[src/rtl/zeroriscy_prefetch_queue.sv]
`default_nettype none
// ============================================================================
// Module   : zeroriscy_prefetch_queue
// Brief    : Instruction prefetch queue for the zero-riscy fetch stage.
//            Issues word fetches ahead of the core with up to MAX_OUTSTANDING
//            requests in flight and buffers responses, tagged with their
//            fetch address, in a DEPTH-entry FIFO. A branch flushes the FIFO
//            and drops responses that are still in flight.
// Options  : `define ZR_PREFETCH_BYPASS_EN passes a response straight to the
//            outputs in the same cycle when the FIFO is empty.
// Revision : 1.0 - initial release
// ============================================================================
module zeroriscy_prefetch_queue #(
  parameter int DEPTH           = 4,
  parameter int MAX_OUTSTANDING = 2
) (
  input  logic        clk,
  input  logic        rst,
  input  logic        req_i,
  input  logic        branch_i,
  input  logic [31:0] addr_i,
  input  logic        ready_i,
  output logic        valid_o,
  output logic [31:0] rdata_o,
  output logic [31:0] addr_o,
  output logic        instr_req_o,
  input  logic        instr_gnt_i,
  output logic [31:0] instr_addr_o,
  input  logic [31:0] instr_rdata_i,
  input  logic        instr_rvalid_i,
  output logic        busy_o
);

  localparam int PW = $clog2(DEPTH);
  localparam int CW = $clog2(DEPTH + 1);
  localparam int OW = $clog2(MAX_OUTSTANDING + 1);

  logic [31:0]   fetch_addr;
  logic [OW-1:0] outstanding;
  logic [OW-1:0] discard;
  logic [CW-1:0] count;
  logic [PW-1:0] rptr;
  logic [PW-1:0] wptr;
  logic [31:0]   addr_mem [DEPTH];
  logic [31:0]   data_mem [DEPTH];
  logic          req_pending;

  logic [CW-1:0] count_eff;
  logic [31:0]   live_words;
  logic [31:0]   branch_target;
  logic [31:0]   resp_addr;
  logic          can_issue;
  logic          grant;
  logic          rvalid_ok;
  logic          resp_live;
  logic          push;
  logic          pop;
  logic          unused_addr_lsb;

  assign unused_addr_lsb = ^addr_i[1:0];
  assign branch_target   = {addr_i[31:2], 2'b00};

  // Responses still owed to the current stream; each one owns a FIFO slot.
  assign live_words = 32'(outstanding) - 32'(discard);
  assign count_eff  = branch_i ? '0 : count;

  // Issue only while every granted live response is guaranteed a slot.
  assign can_issue = req_i && (32'(outstanding) < 32'(MAX_OUTSTANDING)) &&
                     ((32'(count_eff) + live_words) < 32'(DEPTH));

  // A request that was not granted is held until it is.
  assign instr_req_o  = !rst && (req_pending || can_issue);
  assign instr_addr_o = rst ? '0 : (branch_i ? branch_target : fetch_addr);
  assign grant        = instr_req_o && instr_gnt_i;
  assign busy_o       = !rst && ((outstanding != '0) || instr_req_o);

  // Live requests form a contiguous run ending just below fetch_addr,
  // so the oldest one sits live_words words back.
  assign resp_addr = fetch_addr - (live_words << 2);
  assign rvalid_ok = instr_rvalid_i && (outstanding != '0);
  assign resp_live = rvalid_ok && (discard == '0) && !branch_i;
  assign pop       = ready_i && (count != '0) && !branch_i;

`ifdef ZR_PREFETCH_BYPASS_EN
  logic bypass;
  assign bypass  = resp_live && (count == '0);
  assign push    = resp_live && !(bypass && ready_i);
  assign valid_o = !rst && !branch_i && ((count != '0) || bypass);
  assign rdata_o = bypass ? instr_rdata_i : data_mem[rptr];
  assign addr_o  = bypass ? resp_addr : addr_mem[rptr];
`else
  assign push    = resp_live;
  assign valid_o = !rst && !branch_i && (count != '0);
  assign rdata_o = data_mem[rptr];
  assign addr_o  = addr_mem[rptr];
`endif

  // Fetch address, held-request flag and in-flight bookkeeping.
  always_ff @(posedge clk) begin
    if (rst) begin
      fetch_addr  <= '0;
      req_pending <= 1'b0;
      outstanding <= '0;
      discard     <= '0;
    end else begin
      req_pending <= instr_req_o && !instr_gnt_i;

      if (grant) begin
        fetch_addr <= instr_addr_o + 32'd4;
      end else if (branch_i) begin
        fetch_addr <= branch_target;
      end

      if (grant && !rvalid_ok) begin
        outstanding <= outstanding + OW'(1);
      end else if (!grant && rvalid_ok) begin
        outstanding <= outstanding - OW'(1);
      end

      // Everything in flight at a branch belongs to the old stream.
      if (branch_i) begin
        discard <= outstanding - OW'(rvalid_ok);
      end else if (rvalid_ok && (discard != '0)) begin
        discard <= discard - OW'(1);
      end
    end
  end

  // Response FIFO of {address, data}; a branch empties it.
  always_ff @(posedge clk) begin
    if (rst) begin
      count <= '0;
      rptr  <= '0;
      wptr  <= '0;
      for (int i = 0; i < DEPTH; i++) begin
        addr_mem[i] <= '0;
        data_mem[i] <= '0;
      end
    end else if (branch_i) begin
      count <= '0;
      rptr  <= '0;
      wptr  <= '0;
    end else begin
      if (push) begin
        addr_mem[wptr] <= resp_addr;
        data_mem[wptr] <= instr_rdata_i;
        wptr           <= wptr + PW'(1);
      end
      if (pop) begin
        rptr <= rptr + PW'(1);
      end
      if (push && !pop) begin
        count <= count + CW'(1);
      end else if (pop && !push) begin
        count <= count - CW'(1);
      end
    end
  end

endmodule
`default_nettype wire
[config.mk]
export PLATFORM = sky130hd
export DESIGN_NAME = zeroriscy_prefetch_queue
export DESIGN_NICKNAME = d
export VERILOG_FILES = /design/src/rtl/zeroriscy_prefetch_queue.sv
export SDC_FILE = /design/constraint.sdc
export NUM_CORES = 1
export LEC_CHECK = 0
export ABC_AREA = 1
export CAP_MARGIN = 10
export CORE_UTILIZATION = 35
export DETAILED_ROUTE_END_ITERATION = 6
export SETUP_SLACK_MARGIN = 0.5
export SLEW_MARGIN = 0
export SYNTH_ARGS = -nofsm -noshare
export SYNTH_HDL_FRONTEND = slang
export SYNTH_SLANG_ARGS = --single-unit
[constraint.sdc]
create_clock -name clk -period 8.5 [get_ports clk]
set_input_delay 1.7 -clock clk [delete_from_list [all_inputs] [get_ports clk]]
set_output_delay 1.7 -clock clk [all_outputs]
set_load 0.05 [all_outputs]
# After elaboration in Yosys (flattened, before gate mapping)
# Memories as Yosys holds them, arrays and structs flattened. A register that Yosys moved wholly into a read port is not among the register bits.
# Cells that the tools add are included.
[totals]
reg_bits = 44
latchBits = 0
ram_bits = 256
rom_bits = 0
input_bits = 71
output_inout_bits = 99
n_memories = 2
[classes]
n_addsub = 12
multipliers = 0
div = 0
magnitude_cmp = 2
eq_ne = 0
n_shift = 0
n_mux = 26
n_bitwise = 0
n_reduce_logical = 37
[memory_table]
columns = ["memory", "depth", "width", "read_ports", "rd_clocked_by_memory_dff", "wr", "line_no", "rtl"]
rows = [
  ["addr_mem", 4, 32, 1, 1, 4, "44", "logic [31:0] addr_mem [DEPTH];"],
  ["data_mem", 4, 32, 1, 1, 4, "45", "logic [31:0] data_mem [DEPTH];"],
]
[ops]
columns = ["op", "count"]
rows = [
  ["$mux W32", 5],
  ["$reduce_or A32 Y1", 2],
  ["$add A32 B3 Y32 const B", 1],
  ["$lt A32 B3 Y1 const B", 1],
  ["$sub A32 B32 Y32", 1],
  ["$mux W2", 10],
  ["$logic_and A1 B1 Y1", 18],
  ["$reduce_bool A2 Y1", 5],
  ["$mux W3", 3],
  ["$mux W1", 8],
  ["$logic_not A1 Y1", 7],
  ["$add A2 B1 Y2 const B", 3],
  ["$add A4 B3 Y5", 1],
  ["$sub A2 B1 Y2 const B", 2],
  ["$add A3 B1 Y3 const B", 1],
  ["$reduce_bool A3 Y1", 1],
  ["$sub A2 B2 Y3", 1],
  ["$sub A3 B1 Y3 const B", 1],
  ["$logic_not A2 Y1", 1],
  ["$logic_or A1 B1 Y1", 2],
  ["$lt A2 B2 Y1 const B", 1],
  ["$reduce_or A2 Y1", 1],
  ["$sub A2 B1 Y2", 1],
]

# Logic depth before layout (Yosys ltp)
# Gate-level depths: netlist of the first run.
[logic_depth]
ltp_word = 11
ltp_mapped = 19
depth_no_buf = 18

# Worst setup path after synthesis of the first run
# Ideal clock, no wire load.
[synth_timing]
path_kind = "input-to-reg"
startpoint = "input branch_i"
endpoint = "memory addr_mem[3][0] (enable)"
setup_time_ps = 574
arrival_ps = 6838
t_required_ps = 7926
slack_ps = 1088
path_stages = 6
cell_sequence = "buf_6 -> nor3_2 -> inv_2 -> nor2_1 -> inv_1 -> o21ai_0"
[synth_rtl]
columns = ["element", "line_no", "rtl"]
rows = [
  ["start: declaration", "20", "input logic branch_i,"],
  ["end: declaration", "44", ""],
]

# Worst setup path after layout of the first run
[layout_timing]
startpoint = "input branch_i"
endpoint = "output instr_addr_o[31]"
[layout_between]
elab_chain_cells = 2
[layout_rtl]
columns = ["element", "line_no", "rtl"]
rows = [
  ["$mux W32", "-", ""],
  ["$mux W32", "73", "assign instr_addr_o = rst ? '0 : (branch_i ? branch_target : fetch_addr);"],
  ["end: declaration", "28", "output logic [31:0] instr_addr_o,"],
]
# No other way between the ends.

==> results of run 1 <==
registers in the layout (all words and copies together) (netlist names), named ones only:
signal,cells
data_mem,128
discard,2
fetch_addr,32
outstanding,2
rptr,2
wptr,2
req_pending,1
addr_mem,128
count,3
tightest hold or removal path, cell delays in order, from the launching register on:
cell	delay, ns
dfxtp_1	0.30
inv_1	0.06
a21oi_1	0.07
cells in the mapped netlist, types with 9 or more instances:
library cell / count / area, µm²
ha_1: 37 / 462.9
o21ai_0: 164 / 820.8
nand3_1: 73 / 365.4
inv_1: 191 / 716.9
inv_2: 9 / 33.78
xnor2_1: 12 / 105.1
nand2_2: 12 / 75.07
edfxtp_1: 256 / 7687
clkbuf_1: 55 / 206.5
o22ai_1: 64 / 400.4
nand2_1: 331 / 1242
nor3_1: 14 / 70.07
nand4_1: 15 / 93.84
nor2_2: 17 / 106.4
buf_2: 19 / 95.09
a21oi_1: 70 / 350.3
xor2_1: 11 / 96.34
nor2_1: 487 / 1828
dfxtp_1: 46 / 920.9
area by class of cell:
| cell class | count | area share, % |
|---|---|---|
| Sequential cell | 302 | 44.35 |
| Timing Repair Buffer | 181 | 9.149 |
| Inverter | 202 | 3.911 |
| Clock inverter | 18 | 0.7860 |
| Tap cell | 600 | 3.866 |
| Multi-Input combinational cell | 1350 | 33.12 |
| Clock buffer | 45 | 4.813 |
power by group:
group	switching [mW]	internal, mW	leakage, nW	total [mW]
Clock	0.600	0.841	0.519	1.44
Sequential	0.0287	1.69	3.02	1.72
Combinational	0.924	0.395	4.13	1.32
Total	1.55	2.93	7.67	4.48
per-layer routing:
layer  wire length, µm  up-vias  track usage [%]
li1                  -     6688                -
met2             21700      398            33.13
met4              1134        0            5.399
met3              2412       67            2.208
met5                 0        -                0
met1             20910     6334            26.26
cells by family after synthesis:
family | count (synthesis)
compound gates | 319
xor+xnor | 23
fa+ha+maj | 40
buf+inv | 288
flops | 302
simple gates | 968
worst min-delay path by stage:
| stage | cells past startpoint | slack, ns | to | start |
|---|---|---|---|---|
| floorplan | 2 | 0.44 | register | rptr[1] |
| global placement | 2 | 0.44 | register | rptr[1] |
| detailed placement | 2 | 0.46 | register | rptr[1] |
| CTS | 2 | 0.47 | register | rptr[1] |
| global route | 2 | 0.49 | register | rptr[1] |
| finish | 2 | 0.47 | register | rptr[1] |
stage by stage:
step                      instance area (µm²)  util (%)  hold WS, ns  std cells
after floorplan                         16160         -       0.4357       1940
after global placement                  18330     40.31       0.4449       2635
after detailed placement                18330     40.31       0.4565       2635
after CTS                               19420     42.70       0.4682       2698
after global routing                    19420     42.70       0.4942       2698
final                                   19420     42.70       0.4674       2698
==> summary.md, run 1 <==
| Metric | Value |
|---|---|
| P_leak | `7.672 nW` |
| Cells after Synth | `1,940` |
| Setup-failing EPs final | `0` |
| Initial Util | `35.53%` |
| Worst R2R End | `outstanding[1]` |
| Critical path buffers and inverters | `4` |
| Slowest stage delay, CP | `0.88 ns` |
| Worst skew pair latency | `0.52 ns` |
| Post-Syn Area per Cell | `8.330 µm²` |
| Status | `completed` |
| Setup CP Type | `in2out` |
| Die X-Extent | `216.9 µm` |
| Power per cell area | `230.7 mW/mm²` |
| Top Family by Delay on Critical Path | `buffers and inverters` |
| Area added between synthesis and finish | `20.18%` |
| Synthesized area | `0.01616 mm²` |
| Vias per cell | `4.999` |
| Final nets | `2,184` |
| Dominant synthesized flop cell | `edfxtp_1` |
| Root Buffer | `clkbuf_16` |
| FF/Latch Area | `0.008613 mm²` |
| XOR/XNOR Fraction of Synth Area | `1.247%` |
| #FFs+latches synth | `302` |
| Max-Slew Margin vs Limit | `24.07%` |
| RSZ-0062 raised after global routing | `false` |
| Worst reg-to-reg path cell count | `16` |
| Synth Area in Adders | `3.237%` |
| DRC violation count after routing | `0` |
| Critical Path Start Type | `input port` |
| Crit path DAT | `4.68 ns` |
| Post-synth cell types | `37` |
| Cts repair resizes | `0` |
| GR Util All Layers | `19.51%` |
| Achievable frequency | `156.7 MHz` |
| HP Class | `reg2reg` |
| N_diodes | `0` |
| CP Capture Point | `instr_addr_o[31]` |
| Critical path startpoint | `branch_i` |
| Worst vdd ir | `0.1220 mV` |
| CTS tree | `yes` |
| Core Rows | `78` |
| Commonest non-fill, non-tap cell in the layout | `nor2_1` |
| WP depth | `7` |
| Clock transition at path regs | `0.05 ns` |
| Pins Over Slew Limit | `0` |
| # port buffers | `167` |
| Synthesized net count | `2,051` |
| Reg-to-reg critical path startpoint | `outstanding[0]` |
| Multi-input gate area | `0.006432 mm²` |
| GR Overflow Total | `0` |
| Placer Congestion | `0.8720` |
| Asr flop ratio synth | `0%` |
| Hold Fails Final Rpt | `0` |
| Seq/Total Area, Yosys | `53.27%` |
| Worst Tran Pin Value | `1.139 ns` |
| IO Count | `170` |
| Num CTS Buffers | `36` |
| H-tree depth | `2` |
| Crit path cell chain | `clkdlybuf4s50_1 > buf_4 > inv_2 > or2_2 > o21ai_0 > nor2_1 > clkdlybuf4s50_1` |
| Pre-CTS WS | `2.179 ns` |
| Ys Warns | `0` |
| Fin Setup TNS | `0 ns` |
| Post-route minimum period | `6.380 ns` |
| Area fraction in compound gates after synthesis | `10.62%` |
| Post-Route WL | `46,160 µm` |
| Crit-path slowest cell | `clkdlybuf4s50_1` |
| Largest family of logic cells by synthesized area | `simple AND/OR/NAND/NOR gates` |
| Initial DRT Pass Iterations | `5` |
| Die area | `0.04703 mm²` |
| Die height | `216.9 µm` |
| Post-Synth Simple-Gate Area | `24.47%` |
| Max-cap viol count | `0` |
| Crit-path most repeated cell | `clkdlybuf4s50_1` |
| CTS Hold Bufs | `0` |
| Mux share of post-synthesis cell area | `0%` |
| Clock Path Buffers | `3` |
| Global-route wire length before repair | `72,260 µm` |
| Final ANT Viol Nets | `0` |
| Fillers | `4,562` |
| Crit path required time | `6.80 ns` |
| Vias | `13.49k` |
| CTS sink count | `302` |
| Initial antenna violation count | `0` |
| Period utilization | `75.06%` |
| Tot Pwr | `4.479 mW` |
| Commonest cells after routing, fill and taps aside | `487 x nor2_1, 328 x nand2_1, 256 x edfxtp_1` |
| Largest net degree at the start of global routing | `105` |
| Vias in the first global route | `13.42k` |
| Final HPWL DP | `29,320 µm` |
| Starting DRT DRC Count | `1,156` |
| Crit-path max FO | `34` |
| Final WS setup | `2.120 ns` |
| Setup Buffers After CTS | `0` |
| Core Box Area | `0.04548 mm²` |
| EDFF count, synth | `256` |
| Skew final | `0.01885 ns` |
| Crit. End Element | `primary output` |
| Fraction of layout cells with a size suffix above 1 | `5.815%` |
| DR WL/cell | `17.11 µm` |
| Reg-to-reg slack, setup | `3.83 ns` |
(Power assumes the default switching activity.)
==> run 2: changes to the inputs <==
Clock period 8.5 ns to 6.3 ns, I/O delays scaled along.
==> summary.md, run 2 (synthesis gave the netlist of run 1 again) <==
| Metric | Value |
|---|---|
| Die area | `0.04703 mm² (unchanged)` |
| Post-route minimum period | `5.426 ns` |
| Post-Layout Cell Count | `2,705 (+0.26%)` |
| Critical Path Start Type | `input port` |
| Setup Buffers After CTS | `0 (unchanged)` |
| CTS Hold Bufs | `0 (unchanged)` |
| CTS tree | `yes` |
| Setup-failing EPs final | `0 (unchanged)` |
| Initial antenna violation count | `0 (unchanged)` |
| Crit. End Element | `primary output` |
| HP Class | `reg2reg` |
| H-tree depth | `2 (unchanged)` |
| Worst Tran Pin Value | `1.063 ns (-0.07553 ns)` |
| Post-Route WL | `46,600 µm (+0.94%)` |
| Hold Path Cell Cnt | `2 (unchanged)` |
| Core Box Area | `0.04548 mm² (unchanged)` |
| Commonest non-fill, non-tap cell in the layout | `nor2_1` |
| Vias | `13.51k (+0.17%)` |
| Max-Slew Margin vs Limit | `29.10% (+5.0 points)` |
| GR Overflow Total | `0 (unchanged)` |
| Hold Fails Final Rpt | `0 (unchanged)` |
| Pins Over Slew Limit | `0 (unchanged)` |
| Vias per cell | `4.994 (about the same)` |
| Final HPWL DP | `30,080 µm (+2.6%)` |
| Area added between synthesis and finish | `20.88%` |
| Root Buffer | `clkbuf_16` |
| # port buffers | `167 (unchanged)` |
| Die X-Extent | `216.9 µm (unchanged)` |
| Starting DRT DRC Count | `1,134 (-1.9%)` |
| Fillers | `4,554 (-0.18%)` |
| Fin Setup TNS | `0 ns (unchanged)` |
| Hold Startpoint | `rptr[1]` |
| Initial DRT Pass Iterations | `5 (unchanged)` |
| Fraction of layout cells with a size suffix above 1 | `6.461% (+0.65 points)` |
| Layout Utilization | `42.95% (+0.25 points)` |
| CTS sink count | `302 (unchanged)` |
| Reg-to-reg critical path startpoint | `outstanding[0]` |
| Crit path required time | `5.04 ns (-1.76 ns)` |
| Status | `completed` |
| Worst reg-to-reg path cell count | `12 (-4)` |
| Setup CP Type | `in2out` |
| Final ANT Viol Nets | `0 (unchanged)` |
| Period utilization | `86.13%` |
| Clock Path Buffers | `3 (unchanged)` |
| Reg-to-reg slack, setup | `2.64 ns (-1.19 ns)` |
| Achievable frequency | `184.3 MHz` |
| Placed insts | `2,642 (+0.27%)` |
| Worst skew pair latency | `0.54 ns (+0.02 ns)` |
| Biggest regs | `addr_mem x128, data_mem x128, fetch_addr x32` |
| GR Util All Layers | `19.71% (+0.20 points)` |
| Worst R2R End | `addr_mem[0][15]` |
| N_diodes | `0 (unchanged)` |
| Initial Util | `35.53% (unchanged)` |
| Clock transition at path regs | `0.05 ns (about the same)` |
| P_leak | `7.760 nW (+1.1%)` |
| DRC violation count after routing | `0 (unchanged)` |
| Final nets | `2,191 (+0.32%)` |
| Worst vdd ir | `0.2022 mV (+66%)` |
| Die height | `216.9 µm (unchanged)` |
| Largest net degree at the start of global routing | `89 (-15%)` |
| Core Rows | `78 (unchanged)` |
| DP Area | `0.01839 mm² (+0.30%)` |
| Post-route cell area | `0.01953 mm² (+0.58%)` |
| Tot Pwr | `6.133 mW (+37%)` |
| Crit-path max FO | `34 (unchanged)` |
| RSZ-0062 raised after global routing | `false` |
| Cts repair resizes | `0 (unchanged)` |
| Crit path DAT | `4.17 ns (-0.51 ns)` |
| Commonest cells after routing, fill and taps aside | `487 x nor2_1, 328 x nand2_1, 256 x edfxtp_1` |
| IO Count | `170 (unchanged)` |
| Max-cap viol count | `0 (unchanged)` |
| Placer Congestion | `0.8881 (+1.8%)` |
| Skew final | `0.01668 ns (-0.002164 ns)` |
| Vias in the first global route | `13.40k (-0.19%)` |
| DR WL/cell | `17.23 µm (+0.68%)` |
| Power per cell area | `314.0 mW/mm² (+36%)` |
| Num CTS Buffers | `36 (unchanged)` |
| Global-route wire length before repair | `72,540 µm (+0.39%)` |
-- run 2: cell types whose count changed in the layout (fill, tap and decap cells not counted), sizes merged --
cell,before,now
buf,14,24
clkdlybuf4s50,167,164
clkinv,15,17
clkinvlp,3,1
bufinv,2,3
clkbuf,45,44
-- run 2: layer usage --
metal  vias to the layer above  wire length, µm  global-route usage (%)
li1                       6684                -                       -
met1                      6363            20910                   26.22
met2                       399            21970                   33.16
met3                        64             2602                   2.753
met4                         0             1115                   6.056
met5                         -                0                       0
-- run 2: through the flow --
stage,worst slack [ns],hold WS (ns)
2_1_floorplan,1.059,0.4357
3_3_place_gp,0.9064,0.4450
3_5_place_dp,0.9455,0.4526
4_1_cts,0.9277,0.4634
5_1_grt,0.7721,0.4959
6_report,0.8737,0.4638
-- run 2: worst max path at each step --
stage	cells past startpoint	slack [ns]	from	to
after floorplan	6	1.06	branch_i	addr_mem[3][0]
after global placement	7	0.91	branch_i	instr_addr_o[31]
after detailed placement	7	0.95	branch_i	instr_addr_o[31]
after CTS	7	0.93	branch_i	instr_addr_o[31]
after global routing	8	0.77	branch_i	instr_addr_o[17]
final	7	0.87	branch_i	instr_addr_o[31]
-- run 2: worst max-delay path, stage by stage --
cell,delay [ns]
clkdlybuf4s50_1,0.60
buf_4,0.32
inv_2,0.50
or2_2,0.21
o21ai_0,0.09
nor2_1,0.29
clkdlybuf4s50_1,0.88
-- run 2: area by class of cell --
class	instances	area [µm²]	area share [%]
inverter	202	759.5	3.888
tap	600	750.7	3.843
clock inverter	19	182.7	0.9352
clock buffer	44	962.2	4.926
timing repair buffer	188	1847	9.455
multi-input combinational	1350	6417	32.85
sequential	302	8613	44.10
-- run 2: power breakdown --
part	internal, mW	total [mW]	switching (mW)
clock network	1.21	2.03	0.821
registers	2.28	2.32	0.0408
logic	0.539	1.78	1.24
total	4.03	6.13	2.10
==> run 3: changes to the inputs <==
Settings changed: CELL_PAD_IN_SITES_DETAIL_PLACEMENT set to 0, CELL_PAD_IN_SITES_GLOBAL_PLACEMENT set to 1, PLACE_DENSITY_LB_ADDON set to 0.1.
==> summary.md, run 3 (synthesis gave the netlist of run 1 again) <==
| Metric | Value |
|---|---|
| Final HPWL DP | `31,900 µm (+6.1%)` |
| Seq pwr share | `37.9% (about the same)` |
| Fin Setup TNS | `0 ns (unchanged)` |
| Setup CP Type | `in2out` |
| Clock transition at path regs | `0.06 ns (about the same)` |
| Post-Route WL | `48,660 µm (+4.4%)` |
| Biggest regs | `addr_mem x128, data_mem x128, fetch_addr x32` |
| Commonest cells after routing, fill and taps aside | `487 x nor2_1, 328 x nand2_1, 256 x edfxtp_1` |
| Root Buffer | `clkbuf_16` |
| N_diodes | `0 (unchanged)` |
| Crit. End Element | `primary output` |
| Worst reg-to-reg path cell count | `18 (+6)` |
| DRC violation count after routing | `0 (unchanged)` |
| Initial antenna violation count | `0 (unchanged)` |
| Cts repair resizes | `0 (unchanged)` |
| # port buffers | `167 (unchanged)` |
| Num CTS Buffers | `36 (unchanged)` |
| Max-cap viol count | `0 (unchanged)` |
| Setup-failing EPs final | `0 (unchanged)` |
| Hold Fails Final Rpt | `0 (unchanged)` |
| GR Overflow Total | `0 (unchanged)` |
| Final nets | `2,191 (unchanged)` |
| Max-Slew Margin vs Limit | `28.02% (-1.1 points)` |
| Vias | `13.40k (-0.83%)` |
| Largest net degree at the start of global routing | `83 (-6.7%)` |
| Final ANT Viol Nets | `0 (unchanged)` |
| Crit path DAT | `3.91 ns (-0.26 ns)` |
| Fraction of layout cells with a size suffix above 1 | `6.167% (-0.29 points)` |
| HP Class | `reg2reg` |
| P_sw | `2.131 mW (+1.3%)` |
| Starting DRT DRC Count | `759 (-33%)` |
| Sw Ratio | `34.82% (+0.53 points)` |
| Core Rows | `78 (unchanged)` |
| Skew final | `0.01822 ns (+0.001539 ns)` |
| DR WL/cell | `17.97 µm (+4.3%)` |
| Vias in the first global route | `13.25k (-1.1%)` |
| Multi-input gate area | `0.006417 mm² (unchanged)` |
| Core Box Area | `0.04548 mm² (unchanged)` |
| CTS tree | `yes` |
| CTS Hold Bufs | `0 (unchanged)` |
| CTS sink count | `302 (unchanged)` |
| Pre-CTS WS | `1.100 ns (+0.1550 ns)` |
| P_leak | `7.752 nW (about the same)` |
| Achievable frequency | `193.4 MHz (+4.9%)` |
| Final WS setup | `1.128 ns (+0.2548 ns)` |
| Hold Path Cell Cnt | `2 (unchanged)` |
| H-tree depth | `2 (unchanged)` |
| Period utilization | `82.09% (-4.0 points)` |
| Worst vdd ir | `0.1380 mV (-32%)` |
| Vias per cell | `4.948 (-0.94%)` |
| Clk network pwr share | `32.6% (-0.5 points)` |
| Fillers | `4,683 (+2.8%)` |
| Commonest non-fill, non-tap cell in the layout | `nor2_1` |
| Setup Buffers After CTS | `0 (unchanged)` |
| RSZ-0062 raised after global routing | `false` |
| Worst skew pair latency | `0.55 ns (about the same)` |
| Placer Congestion | `0.8383 (-5.6%)` |
| Initial DRT Pass Iterations | `5 (unchanged)` |
| Global-route wire length before repair | `75,350 µm (+3.9%)` |
| Crit-path max FO | `15 (-56%)` |
| IO Count | `170 (unchanged)` |
| Power per cell area | `313.2 mW/mm² (-0.25%)` |
| GR Util All Layers | `20.80% (+1.1 points)` |
| Comb pwr share | `29.5% (+0.5 points)` |
| Worst Tran Pin Value | `1.080 ns (+0.01624 ns)` |
| Die height | `216.9 µm (unchanged)` |
| Area added between synthesis and finish | `20.88% (about the same)` |
| Status | `completed` |
| Initial Util | `35.53% (unchanged)` |
| Crit path required time | `5.04 ns (about the same)` |
| Post-route minimum period | `5.172 ns (-0.2548 ns)` |
| Pint | `3.988 mW (-1.0%)` |
| Clock Path Buffers | `3 (unchanged)` |
| Die X-Extent | `216.9 µm (unchanged)` |
| Critical Path Start Type | `input port` |
| Pins Over Slew Limit | `0 (unchanged)` |
| FF/Latch Area | `0.008613 mm² (unchanged)` |
| Die area | `0.04703 mm² (unchanged)` |
## run 3: power by group through the flow
| stage | Clock, mW | Combinational, mW | Sequential (mW) |
|---|---|---|---|
| detailed placement | 0 | 1.82 | 2.36 |
| global placement | 0 | 1.83 | 2.36 |
| CTS | 2.05 | 1.83 | 2.32 |
| floorplan | 0 | 1.24 | 2.35 |
| finish | 1.99 | 1.81 | 2.32 |
| global route | 2.11 | 2.01 | 2.33 |
## run 3: area by class of cell
class	instances	share of cell area, %
Sequential cell	302	44.09
Multi-Input combinational cell	1350	32.85
Tap cell	600	3.843
Clock inverter	16	0.5252
Timing Repair Buffer	188	9.595
Inverter	202	3.888
Clock buffer	50	5.201
## run 3: worst paths after layout
check | slack, ns | from | end
worst max-delay path | 1.13 | branch_i | busy_o
worst min-delay path | 0.46 | rptr[1] | register
worst max register to register | 2.64 | outstanding[0] | outstanding[1]
worst min register to register | 0.46 | rptr[1] | register
## run 3: critical path, stage by stage
cell             delay (ns)
clkdlybuf4s50_1        0.50
buf_4                  0.24
nor2_1                 0.10
ha_1                   0.22
or2_2                  0.30
nand2_1                0.07
nand2_1                0.05
nand3_1                0.13
nand2_2                0.13
o21ai_0                0.18
inv_1                  0.05
clkdlybuf4s50_1        0.69
## run 3: stage by stage
stage | area [µm²] | hold slack [ns] | instances | power [mW] | util (%)
6_report | 19530 | 0.4619 | 2708 | 6.118 | 42.95
5_1_grt | 19530 | 0.5025 | 2708 | 6.457 | 42.95
4_1_cts | 19530 | 0.4636 | 2708 | 6.205 | 42.95
3_5_place_dp | 18420 | 0.4535 | 2642 | 4.186 | 40.49
3_3_place_gp | 18420 | 0.4489 | 2642 | 4.186 | 40.49
2_1_floorplan | 16160 | 0.4357 | 1940 | 3.597 | -
## run 3: layer usage
metal,vias to the layer above,wire (µm),share of wire [%],GRT usage [%]
met4,0,1173,2.4,6.432
met2,262,24190,50,36.99
met3,68,1782,3.7,2.460
li1,6691,-,-,-
met1,6377,21520,44,26.25
met5,-,0,0,0
